<file path="src/rtl/serial_parallel_receiver_if.sv">
// Bus between a serial line front end (master) and serial_parallel_receiver (slave).
// Optional parity output is present when SERIAL_RX_PARITY_EN is defined.
interface serial_parallel_receiver_if #(
  parameter int BUS_WIDTH = 8
);
  logic                 start_i;
  logic                 bit_en_i;
  logic                 serial_i;
  logic                 msb_first_i;
  logic                 ready_i;
  logic                 clear_i;
  logic [BUS_WIDTH-1:0] data_o;
  logic                 valid_o;
  logic                 busy_o;
  logic                 overrun_o;
`ifdef SERIAL_RX_PARITY_EN
  logic                 parity_err_o;
`endif

  modport master (
    output start_i, bit_en_i, serial_i, msb_first_i, ready_i, clear_i,
`ifdef SERIAL_RX_PARITY_EN
    input  parity_err_o,
`endif
    input  data_o, valid_o, busy_o, overrun_o
  );

  modport slave (
    input  start_i, bit_en_i, serial_i, msb_first_i, ready_i, clear_i,
`ifdef SERIAL_RX_PARITY_EN
    output parity_err_o,
`endif
    output data_o, valid_o, busy_o, overrun_o
  );
endinterface

</file>
<file path="src/rtl/serial_parallel_receiver.sv">
// Serial-in / parallel-out receiver with valid/ready output handshake.
// Frames are BUS_WIDTH bits, MSB- or LSB-first, one bit per enabled cycle.
// Define SERIAL_RX_PARITY_EN to append an even-parity bit to each frame and
// expose parity_err_o.
module serial_parallel_receiver #(
  parameter int BUS_WIDTH = 8
) (
  input logic                    clk,
  input logic                    rst,
  serial_parallel_receiver_if.slave bus
);

`ifdef SERIAL_RX_PARITY_EN
  localparam int FRAME_LEN = BUS_WIDTH + 1;
`else
  localparam int FRAME_LEN = BUS_WIDTH;
`endif
  localparam int CNT_W = $clog2(FRAME_LEN + 1);
  localparam logic [CNT_W-1:0] DATA_CNT = CNT_W'(BUS_WIDTH);
  localparam logic [CNT_W-1:0] LAST_CNT = CNT_W'(FRAME_LEN - 1);
  localparam logic [CNT_W-1:0] CNT_ONE  = CNT_W'(1);

  typedef enum logic [1:0] {IDLE, RECV, DONE} state_t;

  state_t               state, state_nxt;
  logic [CNT_W-1:0]     cnt;
  logic [BUS_WIDTH-1:0] shreg;
  logic                 msb_first;
  logic [BUS_WIDTH-1:0] data_q;
  logic                 valid_q;
  logic                 overrun_q;
  logic                 take_bit;
  logic                 last_bit;
  logic                 load_word;
  logic                 drop_word;
`ifdef SERIAL_RX_PARITY_EN
  logic                 parity_bit;
  logic                 parity_err_q;
`endif

  // Insert one serial bit at the end selected by the latched bit order.
  function automatic logic [BUS_WIDTH-1:0] shift_in(
    input logic [BUS_WIDTH-1:0] cur,
    input logic                 bit_in,
    input logic                 msb_order
  );
    if (msb_order) return {cur[BUS_WIDTH-2:0], bit_in};
    else           return {bit_in, cur[BUS_WIDTH-1:1]};
  endfunction

  assign take_bit  = (state == RECV) && bus.bit_en_i;
  assign last_bit  = take_bit && (cnt == LAST_CNT);
  // A finished word is accepted unless an unconsumed word is still held.
  assign load_word = (state == DONE) && (!valid_q || bus.ready_i);
  assign drop_word = (state == DONE) && valid_q && !bus.ready_i;

  // State register.
  always_ff @(posedge clk) begin
    if (rst) state <= IDLE;
    else     state <= state_nxt;
  end

  // Next-state logic; start is only honoured from IDLE.
  always_comb begin
    state_nxt = state;
    case (state)
      IDLE:    if (bus.start_i) state_nxt = RECV;
      RECV:    if (last_bit)    state_nxt = DONE;
      DONE:    state_nxt = IDLE;
      default: state_nxt = IDLE;
    endcase
  end

  // Frame capture: latch bit order on start, then shift in enabled bits.
  always_ff @(posedge clk) begin
    if (rst) begin
      shreg     <= '0;
      cnt       <= '0;
      msb_first <= 1'b0;
`ifdef SERIAL_RX_PARITY_EN
      parity_bit <= 1'b0;
`endif
    end else if ((state == IDLE) && bus.start_i) begin
      msb_first <= bus.msb_first_i;
      cnt       <= '0;
    end else if (take_bit) begin
      cnt <= cnt + CNT_ONE;
`ifdef SERIAL_RX_PARITY_EN
      if (cnt < DATA_CNT) shreg <= shift_in(shreg, bus.serial_i, msb_first);
      else                parity_bit <= bus.serial_i;
`else
      if (cnt < DATA_CNT) shreg <= shift_in(shreg, bus.serial_i, msb_first);
`endif
    end
  end

  // Output register and handshake; overrun is sticky and set beats clear.
  always_ff @(posedge clk) begin
    if (rst) begin
      data_q    <= '0;
      valid_q   <= 1'b0;
      overrun_q <= 1'b0;
`ifdef SERIAL_RX_PARITY_EN
      parity_err_q <= 1'b0;
`endif
    end else begin
      if (load_word) begin
        data_q  <= shreg;
        valid_q <= 1'b1;
`ifdef SERIAL_RX_PARITY_EN
        parity_err_q <= ^shreg ^ parity_bit;
`endif
      end else if (valid_q && bus.ready_i) begin
        valid_q <= 1'b0;
      end
      if (drop_word)        overrun_q <= 1'b1;
      else if (bus.clear_i) overrun_q <= 1'b0;
    end
  end

  assign bus.data_o    = data_q;
  assign bus.valid_o   = valid_q;
  assign bus.busy_o    = (state == RECV);
  assign bus.overrun_o = overrun_q;
`ifdef SERIAL_RX_PARITY_EN
  assign bus.parity_err_o = parity_err_q;
`endif

endmodule
</file>
<file path="src/flat_wrapper.sv">
// flat-port wrapper written by rule: the top's interface ports become plain ports
module serial_parallel_receiver_flat 
#(
  parameter int BUS_WIDTH = 8
)
  (clk, rst, bus_start_i, bus_bit_en_i, bus_serial_i, bus_msb_first_i, bus_ready_i, bus_clear_i, bus_data_o, bus_valid_o, bus_busy_o, bus_overrun_o);
  serial_parallel_receiver_if #(.BUS_WIDTH(BUS_WIDTH)) bus_i ();
  input logic clk;
  input logic rst;
  input wire logic [$bits(bus_i.start_i)-1:0] bus_start_i;
  input wire logic [$bits(bus_i.bit_en_i)-1:0] bus_bit_en_i;
  input wire logic [$bits(bus_i.serial_i)-1:0] bus_serial_i;
  input wire logic [$bits(bus_i.msb_first_i)-1:0] bus_msb_first_i;
  input wire logic [$bits(bus_i.ready_i)-1:0] bus_ready_i;
  input wire logic [$bits(bus_i.clear_i)-1:0] bus_clear_i;
  output wire logic [$bits(bus_i.data_o)-1:0] bus_data_o;
  output wire logic [$bits(bus_i.valid_o)-1:0] bus_valid_o;
  output wire logic [$bits(bus_i.busy_o)-1:0] bus_busy_o;
  output wire logic [$bits(bus_i.overrun_o)-1:0] bus_overrun_o;
  assign bus_i.start_i = bus_start_i;
  assign bus_i.bit_en_i = bus_bit_en_i;
  assign bus_i.serial_i = bus_serial_i;
  assign bus_i.msb_first_i = bus_msb_first_i;
  assign bus_i.ready_i = bus_ready_i;
  assign bus_i.clear_i = bus_clear_i;
  assign bus_data_o = bus_i.data_o;
  assign bus_valid_o = bus_i.valid_o;
  assign bus_busy_o = bus_i.busy_o;
  assign bus_overrun_o = bus_i.overrun_o;
  serial_parallel_receiver #(.BUS_WIDTH(BUS_WIDTH)) u_core (.clk(clk), .rst(rst), .bus(bus_i));
endmodule
</file>
<file path="config.mk">
export PLATFORM = sky130hd
export DESIGN_NAME = serial_parallel_receiver_flat
export DESIGN_NICKNAME = d
export VERILOG_FILES = /design/src/rtl/serial_parallel_receiver_if.sv /design/src/rtl/serial_parallel_receiver.sv /design/src/flat_wrapper.sv
export SDC_FILE = /design/constraint.sdc
export NUM_CORES = 1
export LEC_CHECK = 0
export BUFFER_PORTS_ARGS = -buffer_cell sky130_fd_sc_hd__buf_4
export CORE_MARGIN = 1.5
export CORE_UTILIZATION = 53
export DETAILED_ROUTE_END_ITERATION = 10
export GPL_TIMING_DRIVEN = 1
export PLACE_DENSITY_LB_ADDON = 0.08
export RECOVER_POWER = 100
export SETUP_SLACK_MARGIN = 0.15
export SLEW_MARGIN = 20
export SYNTH_ARGS = -nofsm -noshare
export SYNTH_HDL_FRONTEND = slang
export SYNTH_SLANG_ARGS = --single-unit
</file>
<file path="constraint.sdc">
create_clock -name clk -period 1.5 [get_ports clk]
set_input_delay 0.075 -clock clk [delete_from_list [all_inputs] [get_ports clk]]
set_output_delay 0.075 -clock clk [all_outputs]
set_load 0.05 [all_outputs]
</file>
== Word level (Yosys, flattened, before mapping) ==
Index checks and enable logic that the tools add are counted.
Widths: inputs -> output; s select.
Word-level totals
  bits in registers: 25
  latch bits: 0
  RAM bits: 0
  memory bits (read-only): 0
  input port bits: 8
  output and inout bits: 11
  logic and storage cells: 39
  memories kept: 0
Operators by class
  add/sub/neg operators: 1
  multiply operators: 0
  div/mod/pow operators: 0
  $lt $le $gt $ge: 1
  eq/ne operators: 5
  shifts and indexed selects: 0
  multiplexer cells: 8
  bitwise operators: 1
  reduce and logical (&&, ||, !) cells: 16
Operators with widths (number)
  $mux 8: 1
  $logic_and 1x1->1: 7
  $add 4x1->4 const B: 1
  $eq 4x3->1 const B: 1
  $lt 4x4->1 const B: 1
  $mux 1: 4
  $mux 2: 2
  $pmux 2 s2: 1
  $reduce_bool 2->1: 2
  $reduce_and 3->1: 1
  $eq 2x1->1 const B: 1
  $eq 2x2->1 const B: 1
  $logic_not 1->1: 2
  $logic_not 2->1: 1
  $ne 2x1->1 const B: 1
  $ne 2x2->1 const B: 1
  $reduce_and 2->1: 1
  $reduce_or 2->1: 1
  $logic_or 1x1->1: 1
  $not 1->1: 1

== Longest topological paths before layout ==
Gate-level depths: netlist (run 1).
  word-level depth: 5
  gate-level depth with buffers: 5
  gate-level depth less buffers: 4

== Worst setup path before layout (run 1) ==
No wires, ideal clock.
  path type: flip-flop to flip-flop
  start: register u_core.state[0]
  end: register u_core.state[1]
  library setup time: 0.080 ns
  data arrival time: 1.380 ns
  required time: 1.420 ns
  slack: 0.039 ns
  stages on the path, launching flop included: 3
  buffers on the path: 0
  clock period less this slack: 1.461 ns
  cells stage by stage: dfxtp_1 > nor2b_1 > nor3b_1
On the way
  longest elaborated chain between the ends: 5
  elaborated cells between the ends (all ways): 8
  those cells by class: eq/ne (3); mux (1); reduce/logical (4)
Ends and longest elaborated chain
  start, declared: RTL line serial_parallel_receiver.sv:25  | state_t state, state_nxt;
  start signal, assigned: RTL line serial_parallel_receiver.sv:60  | else state <= state_nxt;
  $eq 2x1->1 (*)
  net bus_busy_o: RTL line flat_wrapper.sv:18  | output wire logic [$bits(bus_i.busy_o)-1:0] bus_busy_o;
  $logic_and 1x1->1: RTL line serial_parallel_receiver.sv:51  | assign take_bit = (state == RECV) && bus.bit_en_i;
  $logic_and 1x1->1: RTL line serial_parallel_receiver.sv:52  | assign last_bit = take_bit && (cnt == LAST_CNT);
  $ne 2x1->1 (no line)
  $reduce_and 2->1 (no line)
Mark *: on every way through the listed nets, which the timed path passes. The rest lies on a longest branch.
A chain may end at the register's enable or synchronous reset.

== Worst setup path in the final report (run 1) ==
  start: register u_core.state[0]
  end: output port bus_busy_o
On the way
  longest elaborated chain between the ends: 1
Ends and longest elaborated chain
  $eq 2x1->1: RTL line serial_parallel_receiver.sv:123  | assign bus.busy_o = (state == RECV);
  end, declared: RTL line flat_wrapper.sv:18
No other way between the ends.

==> reports/results.tsv, run 1 <==
stage	metric	value	unit
job	number of max-cap violations	0	
status	outcome	completed	
clock_tree	cell at the root of the clock tree	clkbuf_4	
synthesis	Post-Synthesis Cell Area	1065	sq um
synthesis	share of flip-flops with an asynchronous set or reset	0	
floorplan	number of placed I/O pins	19	
synthesis	synth warn	0	
placed_design	setup slack after placement	0.2810	ns
timing	Fin Setup TNS	0	ns
synthesis	top cells by count, synth	dfxtp_1 (25), nor2_1 (12), a21oi_1 (11)	
power_and_ir_drop	sequential power share	0.638	
grt	Global Route Usage Sum	0.1986	
placed_design	last weighted congestion value of the routability-driven placer	0.7274	
synthesis	sequential area share after synthesis	0.4700	
clock_tree	Skew-Pair Late Insertion Delay	0.32	ns
route	residual DRC count	0	
synthesis	number of enable flip-flop cells after synthesis	0	
synthesis	cell accounting for the most synthesized area	dfxtp_1	
critical_path	max incr delay on CP	0.45	ns
route	total wire length	1944	um
floorplan	die span in x	47.82	um
clock_tree	clock edge transition at the registers on the reported setup and hold paths	0.13	ns
synthesis	count of unique library cells instantiated by Yosys	25	
placed_design	placed wire-length estimate	1377	um
clock_tree	number of post-CTS setup repair buffers	0	
floorplan	Die Footprint	2287	sq um
route	first drt pass iteration count	5	
critical_path	data required time at the worst endpoint	1.42	ns
layout	antenna cell count	0	
timing	setup clock skew after layout	0.006966	ns
synthesis	cell types occupying the most area after synthesis	dfxtp_1 (47%), mux2i_1 (9.4%), a21oi_1 (5.2%)	
synthesis	Post-Syn Nets	121	
placed_design	IO buf count	18	
clock_tree	cts bufs inserted	3	
timing	max-slew violation total from the final report	0	
clock_tree	H-Tree Level Count	1	
critical_path	Setup crit end	bus_busy_o	
grt	wire length of the first global-routing pass	3118	um
timing	Tcrit/Tclk final	0.8732	
power_and_ir_drop	fraction of power spent switching nets	0.2446	
critical_path	critical path launch point	u_core.state[0]	
critical_path	CP arrival	1.23	ns
critical_path	maximum net fanout on the critical path	8	
timing	Period minus WS final	1.310	ns
grt	overflow left after global routing	0	
route	via count	853	
critical_path	Worst Setup Start Kind	register	
synthesis	number of cells produced by synthesis	112	
timing	endpoints failing setup	0	
critical_path	capture instance of the worst register-to-register path	u_core.shreg[2]	
timing	final hold violation count	0	
grt	number of antenna violations at the first check in global routing	0	
floorplan	number of rows in the core area	16	
floorplan	CORE AREA	1922	sq um
synthesis	synthesized flop and latch total	25	
floorplan	initial core utilization	0.5540	
route	detail-routed net length per standard cell	12.46	um
timing	actual transition at the worst max-transition pin	0.5977	ns
synthesis	dominant register cell in the synthesized netlist	dfxtp_1	
critical_path	R2R cell count	4	
critical_path	kind of end point of the critical path	output pin	
critical_path	Worst R2R Setup Slack	0.24	ns
grt	via count of the first global-routing pass	697	
timing	RSZ-0062 raised after global routing	no	
timing	remaining max-slew budget at the tightest pin	0.6032	
layout	number of nets at the end of the flow	139	
route	mean number of vias per cell	5.468	
clock_tree	clock tree from TritonCTS	built	
critical_path	Max stage delay cell, worst path	dfxtp_1	
power_and_ir_drop	share of total power in combinational logic	0.090	
critical_path	startpoint of the lowest-slack register-to-register path	u_core.state[0]	
timing	maximum clock rate	763.5	MHz
power_and_ir_drop	total power density per cell area	927.1	nW/um^2
route	post-detailed-route count of antenna-violating nets	0	
power_and_ir_drop	clock network fraction of design power	0.272	
layout	Synth-to-Final Area Change	12.34	%
synthesis	synthesized area divided by synthesized cell count	9.507	sq um
critical_path	Setup CP Type	register to output pin	
critical_path	series of cell instances along the critical path	nor2b_2, clkbuf_2	
power_and_ir_drop	static leakage	0.4174	nW
clock_tree	Num Clock Sinks	25	
worst_hold_path	Hold WC Path Type	primary input to register	
layout	proportion of layout cells with a drive suffix above 1	0.1395	
route	starting DRC count in detailed routing	11	
grt	pin count of the biggest net entering global routing	23	
synthesis	cell with the most instances after synthesis	dfxtp_1	
power_and_ir_drop	Internal Pwr Total	0.0008378	W
timing	least setup slack across all paths after layout	0.1902	ns
clock_tree	clock tree buffer depth	2	
synthesis	portion of synthesized cell area occupied by the leading cell type	0.4700	
floorplan	vertical extent of the die	47.82	um
power_and_ir_drop	peak supply drop	565.6	uV
power_and_ir_drop	switching pwr	0.0002712	W
routing by layer:
metal,wire [um],track usage
met4,30,0.08108
met3,52,0.03396
met1,827,0.2448
met5,0,0
met2,1034,0.3413
kinds of logic (layout without fill, tap and decap cells):
| logic type | Yosys count | count (layout) | share of synthesized area |
|---|---|---|---|
| buffers and inverters | 8 | 25 | 0.04817 |
| AND/OR/NAND/NOR | 37 | 37 | 0.1904 |
| XOR/XNOR | 2 | 2 | 0.01645 |
| multiplexers | 10 | 10 | 0.09401 |
| adder cells (fa/ha/maj) | 1 | 1 | 0.01175 |
| AO/OA/AOI/OAI | 29 | 29 | 0.1692 |
| flip-flops | 25 | 25 | 0.4700 |
flip-flops by register name, indices dropped and copies added (netlist names):
register	cells
u_core.bus.data_o	8
u_core.shreg	8
u_core.cnt	4
u_core.state	2
u_core.bus.overrun_o	1
u_core.bus.valid_o	1
u_core.msb_first	1
through the flow:
step           area [sq um]  total power, W  hold slack (ns)  instances    util
6_report               1196        0.001109          0.05293        156  0.6224
5_1_grt                1196        0.001158          0.06459        156  0.6224
4_1_cts                1239        0.001123          0.04810        156  0.6445
3_5_place_dp           1192       0.0008213           0.3158        150  0.6204
3_3_place_gp           1192       0.0008184           0.3093        150  0.6204
2_1_floorplan          1067       0.0007938           0.2128        112       -
cells in the final DEF (no fill, tap or decap), drive strengths merged:
| cell | count |
|---|---|
| o211a | 1 |
| nor2 | 14 |
| and4bb | 1 |
| or3 | 1 |
| ha | 1 |
| nand2b | 2 |
| nand3b | 1 |
| nor3b | 2 |
| dlygate4sd3 | 2 |
| a211oi | 8 |
| nand3 | 10 |
| buf | 8 |
| and2b | 1 |
| xor2 | 2 |
| dfxtp | 25 |
| or2 | 1 |
| mux2i | 10 |
| nand4b | 1 |
| a21oi | 11 |
| o21ai | 9 |
| nor2b | 3 |
| clkbuf | 15 |
cell type report:
type | instances | area (sq um)
well taps | 27 | 33.78
flip-flops and latches | 25 | 500.5
fillers | 177 | 725.7
multi-input cells | 79 | 513.0
clock buffers | 4 | 26.28
repair buffers | 21 | 122.6
power by group through the flow:
stage / clock [W] / combinational [W] / sequential [W]
detailed placement: 0 / 0.0000985 / 0.000723
floorplan: 0 / 0.0000836 / 0.000710
global route: 0.000335 / 0.000111 / 0.000712
global placement: 0 / 0.0000967 / 0.000722
CTS: 0.000311 / 0.000103 / 0.000708
finish: 0.000302 / 0.000100 / 0.000707
what timing repair did:
action                                 in CTS  in global routing
resized for setup                           0                  1
hold buffers                                2                  0
setup endpoints to repair                   0                  3
endpoints found under the hold margin       2                  0
worst max-delay path, delay by kind of cell, from the launching register on:
family / cells / cell delay [ns]
buf+inv: 1 / 0.28
flops: 1 / 0.45
simple gates: 1 / 0.18
worst min path at each step:
stage	start	end	slack (ns)	cells after the start
after floorplan	bus_start_i	u_core.state[0]	0.21	1
after global placement	bus_start_i	u_core.state[0]	0.31	2
after detailed placement	bus_start_i	u_core.state[0]	0.32	2
after CTS	bus_clear_i	u_core.bus.overrun_o	0.05	4
after global routing	rst	u_core.shreg[5]	0.06	2
final	bus_clear_i	u_core.bus.overrun_o	0.05	4
No activity file was read; power rests on OpenSTA's default activity.
==> run 2, diff against run 1 <==
--- a/config.mk
+++ b/config.mk
@@ -8,6 +8,7 @@
 export BUFFER_PORTS_ARGS = -buffer_cell sky130_fd_sc_hd__buf_4
 export CORE_MARGIN = 1.5
 export CORE_UTILIZATION = 53
+export CTS_BUF_LIST = sky130_fd_sc_hd__clkbuf_4 sky130_fd_sc_hd__clkbuf_8 sky130_fd_sc_hd__clkbuf_16
 export DETAILED_ROUTE_END_ITERATION = 10
 export GPL_TIMING_DRIVEN = 1
 export PLACE_DENSITY_LB_ADDON = 0.08
==> reports/results.tsv, run 2 (synthesis gave the netlist of run 1 again) <==
stage	metric	value	unit	change
placed_design	IO buf count	18		unchanged
power_and_ir_drop	Internal Pwr Total	0.0008558	W	+2.2%
floorplan	CORE AREA	1922	sq um	unchanged
floorplan	Die Footprint	2287	sq um	unchanged
floorplan	initial core utilization	0.5540		unchanged
grt	number of antenna violations at the first check in global routing	0		unchanged
critical_path	kind of end point of the critical path	output pin		
timing	remaining max-slew budget at the tightest pin	0.6032		unchanged
route	mean number of vias per cell	5.462		-0.12%
critical_path	Setup CP Type	register to output pin		
floorplan	vertical extent of the die	47.82	um	unchanged
critical_path	Max stage delay cell, worst path	dfxtp_1		
route	total wire length	1944	um	unchanged
placed_design	last weighted congestion value of the routability-driven placer	0.7274		unchanged
grt	Global Route Usage Sum	0.1986		unchanged
route	starting DRC count in detailed routing	11		unchanged
timing	worst hold margin	0.05293	ns	unchanged
critical_path	cell class contributing the biggest share of worst-path delay	flip-flops		
power_and_ir_drop	share of total power in combinational logic	0.089		about the same
critical_path	buffers plus inverters on the worst setup path	1		unchanged
critical_path	max incr delay on CP	0.45	ns	about the same
clock_tree	H-Tree Level Count	1		unchanged
timing	RSZ-0062 raised after global routing	no		
layout	number of nets at the end of the flow	139		unchanged
layout	leading cell type in the layout, fill and taps excluded	dfxtp_1		
timing	maximum clock rate	763.5	MHz	about the same
layout	proportion of layout cells with a drive suffix above 1	0.1473		+0.007752
timing	actual transition at the worst max-transition pin	0.5977	ns	unchanged
route	residual DRC count	0		unchanged
power_and_ir_drop	switching pwr	0.0002712	W	about the same
clock_tree	cell at the root of the clock tree	clkbuf_4		
route	via count	852		-0.12%
power_and_ir_drop	fraction of power spent switching nets	0.2406		-0.003944
floorplan	number of placed I/O pins	19		unchanged
layout	Synth-to-Final Area Change	12.69	%	
clock_tree	clock tree buffer depth	2		unchanged
layout	antenna cell count	0		unchanged
clock_tree	cts bufs inserted	3		unchanged
timing	Period minus WS final	1.310	ns	-0.00005300 ns
power_and_ir_drop	total power density per cell area	939.3	nW/um^2	+1.3%
status	outcome	completed		
route	post-detailed-route count of antenna-violating nets	0		unchanged
timing	setup clock skew after layout	0.006929	ns	-0.00003764 ns
critical_path	maximum net fanout on the critical path	8		unchanged
clock_tree	Num Clock Sinks	25		unchanged
clock_tree	Skew-Pair Late Insertion Delay	0.32	ns	about the same
route	first drt pass iteration count	5		unchanged
critical_path	CP arrival	1.23	ns	about the same
timing	Fin Setup TNS	0	ns	unchanged
floorplan	die span in x	47.82	um	unchanged
timing	max-slew violation total from the final report	0		unchanged
route	detail-routed net length per standard cell	12.46	um	unchanged
layout	count of fill cells added during filler insertion	177		unchanged
clock_tree	clock edge transition at the registers on the reported setup and hold paths	0.13	ns	about the same
timing	endpoints failing setup	0		unchanged
grt	pin count of the biggest net entering global routing	23		unchanged
placed_design	placed wire-length estimate	1377	um	unchanged
critical_path	Worst Setup Start Kind	register		
grt	overflow left after global routing	0		unchanged
timing	final hold violation count	0		unchanged
timing	Tcrit/Tclk final	0.8732		about the same
clock_tree	number of post-CTS setup repair buffers	0		unchanged
layout	most used cells in the layout excluding fill and tap cells	dfxtp_1 (25), nor2_1 (12), a21oi_1 (11)		
power_and_ir_drop	clock network fraction of design power	0.284		+0.012
worst_hold_path	Hold WC Path Type	primary input to register		
grt	via count of the first global-routing pass	697		unchanged
clock_tree	clock tree from TritonCTS	built		
power_and_ir_drop	peak supply drop	565.7	uV	about the same
critical_path	data required time at the worst endpoint	1.42	ns	about the same
grt	wire length of the first global-routing pass	3118	um	unchanged
job	number of max-cap violations	0		unchanged
critical_path	series of cell instances along the critical path	nor2b_2, clkbuf_2		
power_and_ir_drop	sequential power share	0.628		-0.010
floorplan	number of rows in the core area	16		unchanged
power_and_ir_drop	static leakage	0.4208	nW	+0.82%
run 2: routing by layer:
layer	vias to the layer above	track usage	part of all wire
met3	4	0.03396	0.027
li1	436	-	-
met1	398	0.2448	0.43
met5	-	0	0
met2	14	0.3413	0.53
met4	0	0.08108	0.015
run 2: worst reg2reg max path, cell delays in order, from the launching register on:
cell      delay, ns
dfxtp_1        0.45
and4bb_1       0.22
buf_4          0.21
nor2_1         0.06
a211oi_1       0.24
run 2: path summary, 6_finish.rpt:
kind / start / endpoint / slack (ns) / cells past startpoint
worst max-delay path: u_core.state[0] / bus_busy_o / 0.19 / 2
worst min-delay path: bus_clear_i / u_core.bus.overrun_o / 0.05 / 4
worst max register to register: u_core.state[0] / u_core.shreg[2] / 0.24 / 4
worst min register to register: u_core.bus.data_o[2] / u_core.bus.data_o[2] / 0.48 / 2
run 2: stage by stage:
stage | std cells | power [W] | setup WS [ns] | area [sq um] | util
detailed placement | 150 | 0.0008213 | 0.2810 | 1192 | 0.6204
floorplan | 112 | 0.0007938 | 0.1666 | 1067 | -
global route | 156 | 0.001176 | 0.1144 | 1200 | 0.6243
CTS | 156 | 0.001141 | 0.2291 | 1242 | 0.6465
finish | 156 | 0.001127 | 0.1902 | 1200 | 0.6243
global placement | 150 | 0.0008184 | 0.3109 | 1192 | 0.6204
run 2: final cells by class:
class	count	area (sq um)	share of cell area
well taps	27	33.78	0.02815
clock buffers	4	30.03	0.02503
flip-flops and latches	25	500.5	0.4171
repair buffers	21	122.6	0.1022
multi-input cells	79	513.0	0.4275
run 2: what timing repair did:
action                                  in CTS  in global routing
resized for setup                            0                  1
endpoints found under the setup margin       0                  3
hold endpoints to repair                     2                  0
hold buffers                                 2                  0
run 2: power groups by stage:
| stage | clock, W | combinational (W) | sequential, W |
|---|---|---|---|
| 2_1_floorplan | 0 | 0.0000836 | 0.000710 |
| 4_1_cts | 0.000329 | 0.000103 | 0.000708 |
| 5_1_grt | 0.000353 | 0.000111 | 0.000712 |
| 3_5_place_dp | 0 | 0.0000985 | 0.000723 |
| 6_report | 0.000320 | 0.000100 | 0.000707 |
| 3_3_place_gp | 0 | 0.0000967 | 0.000722 |
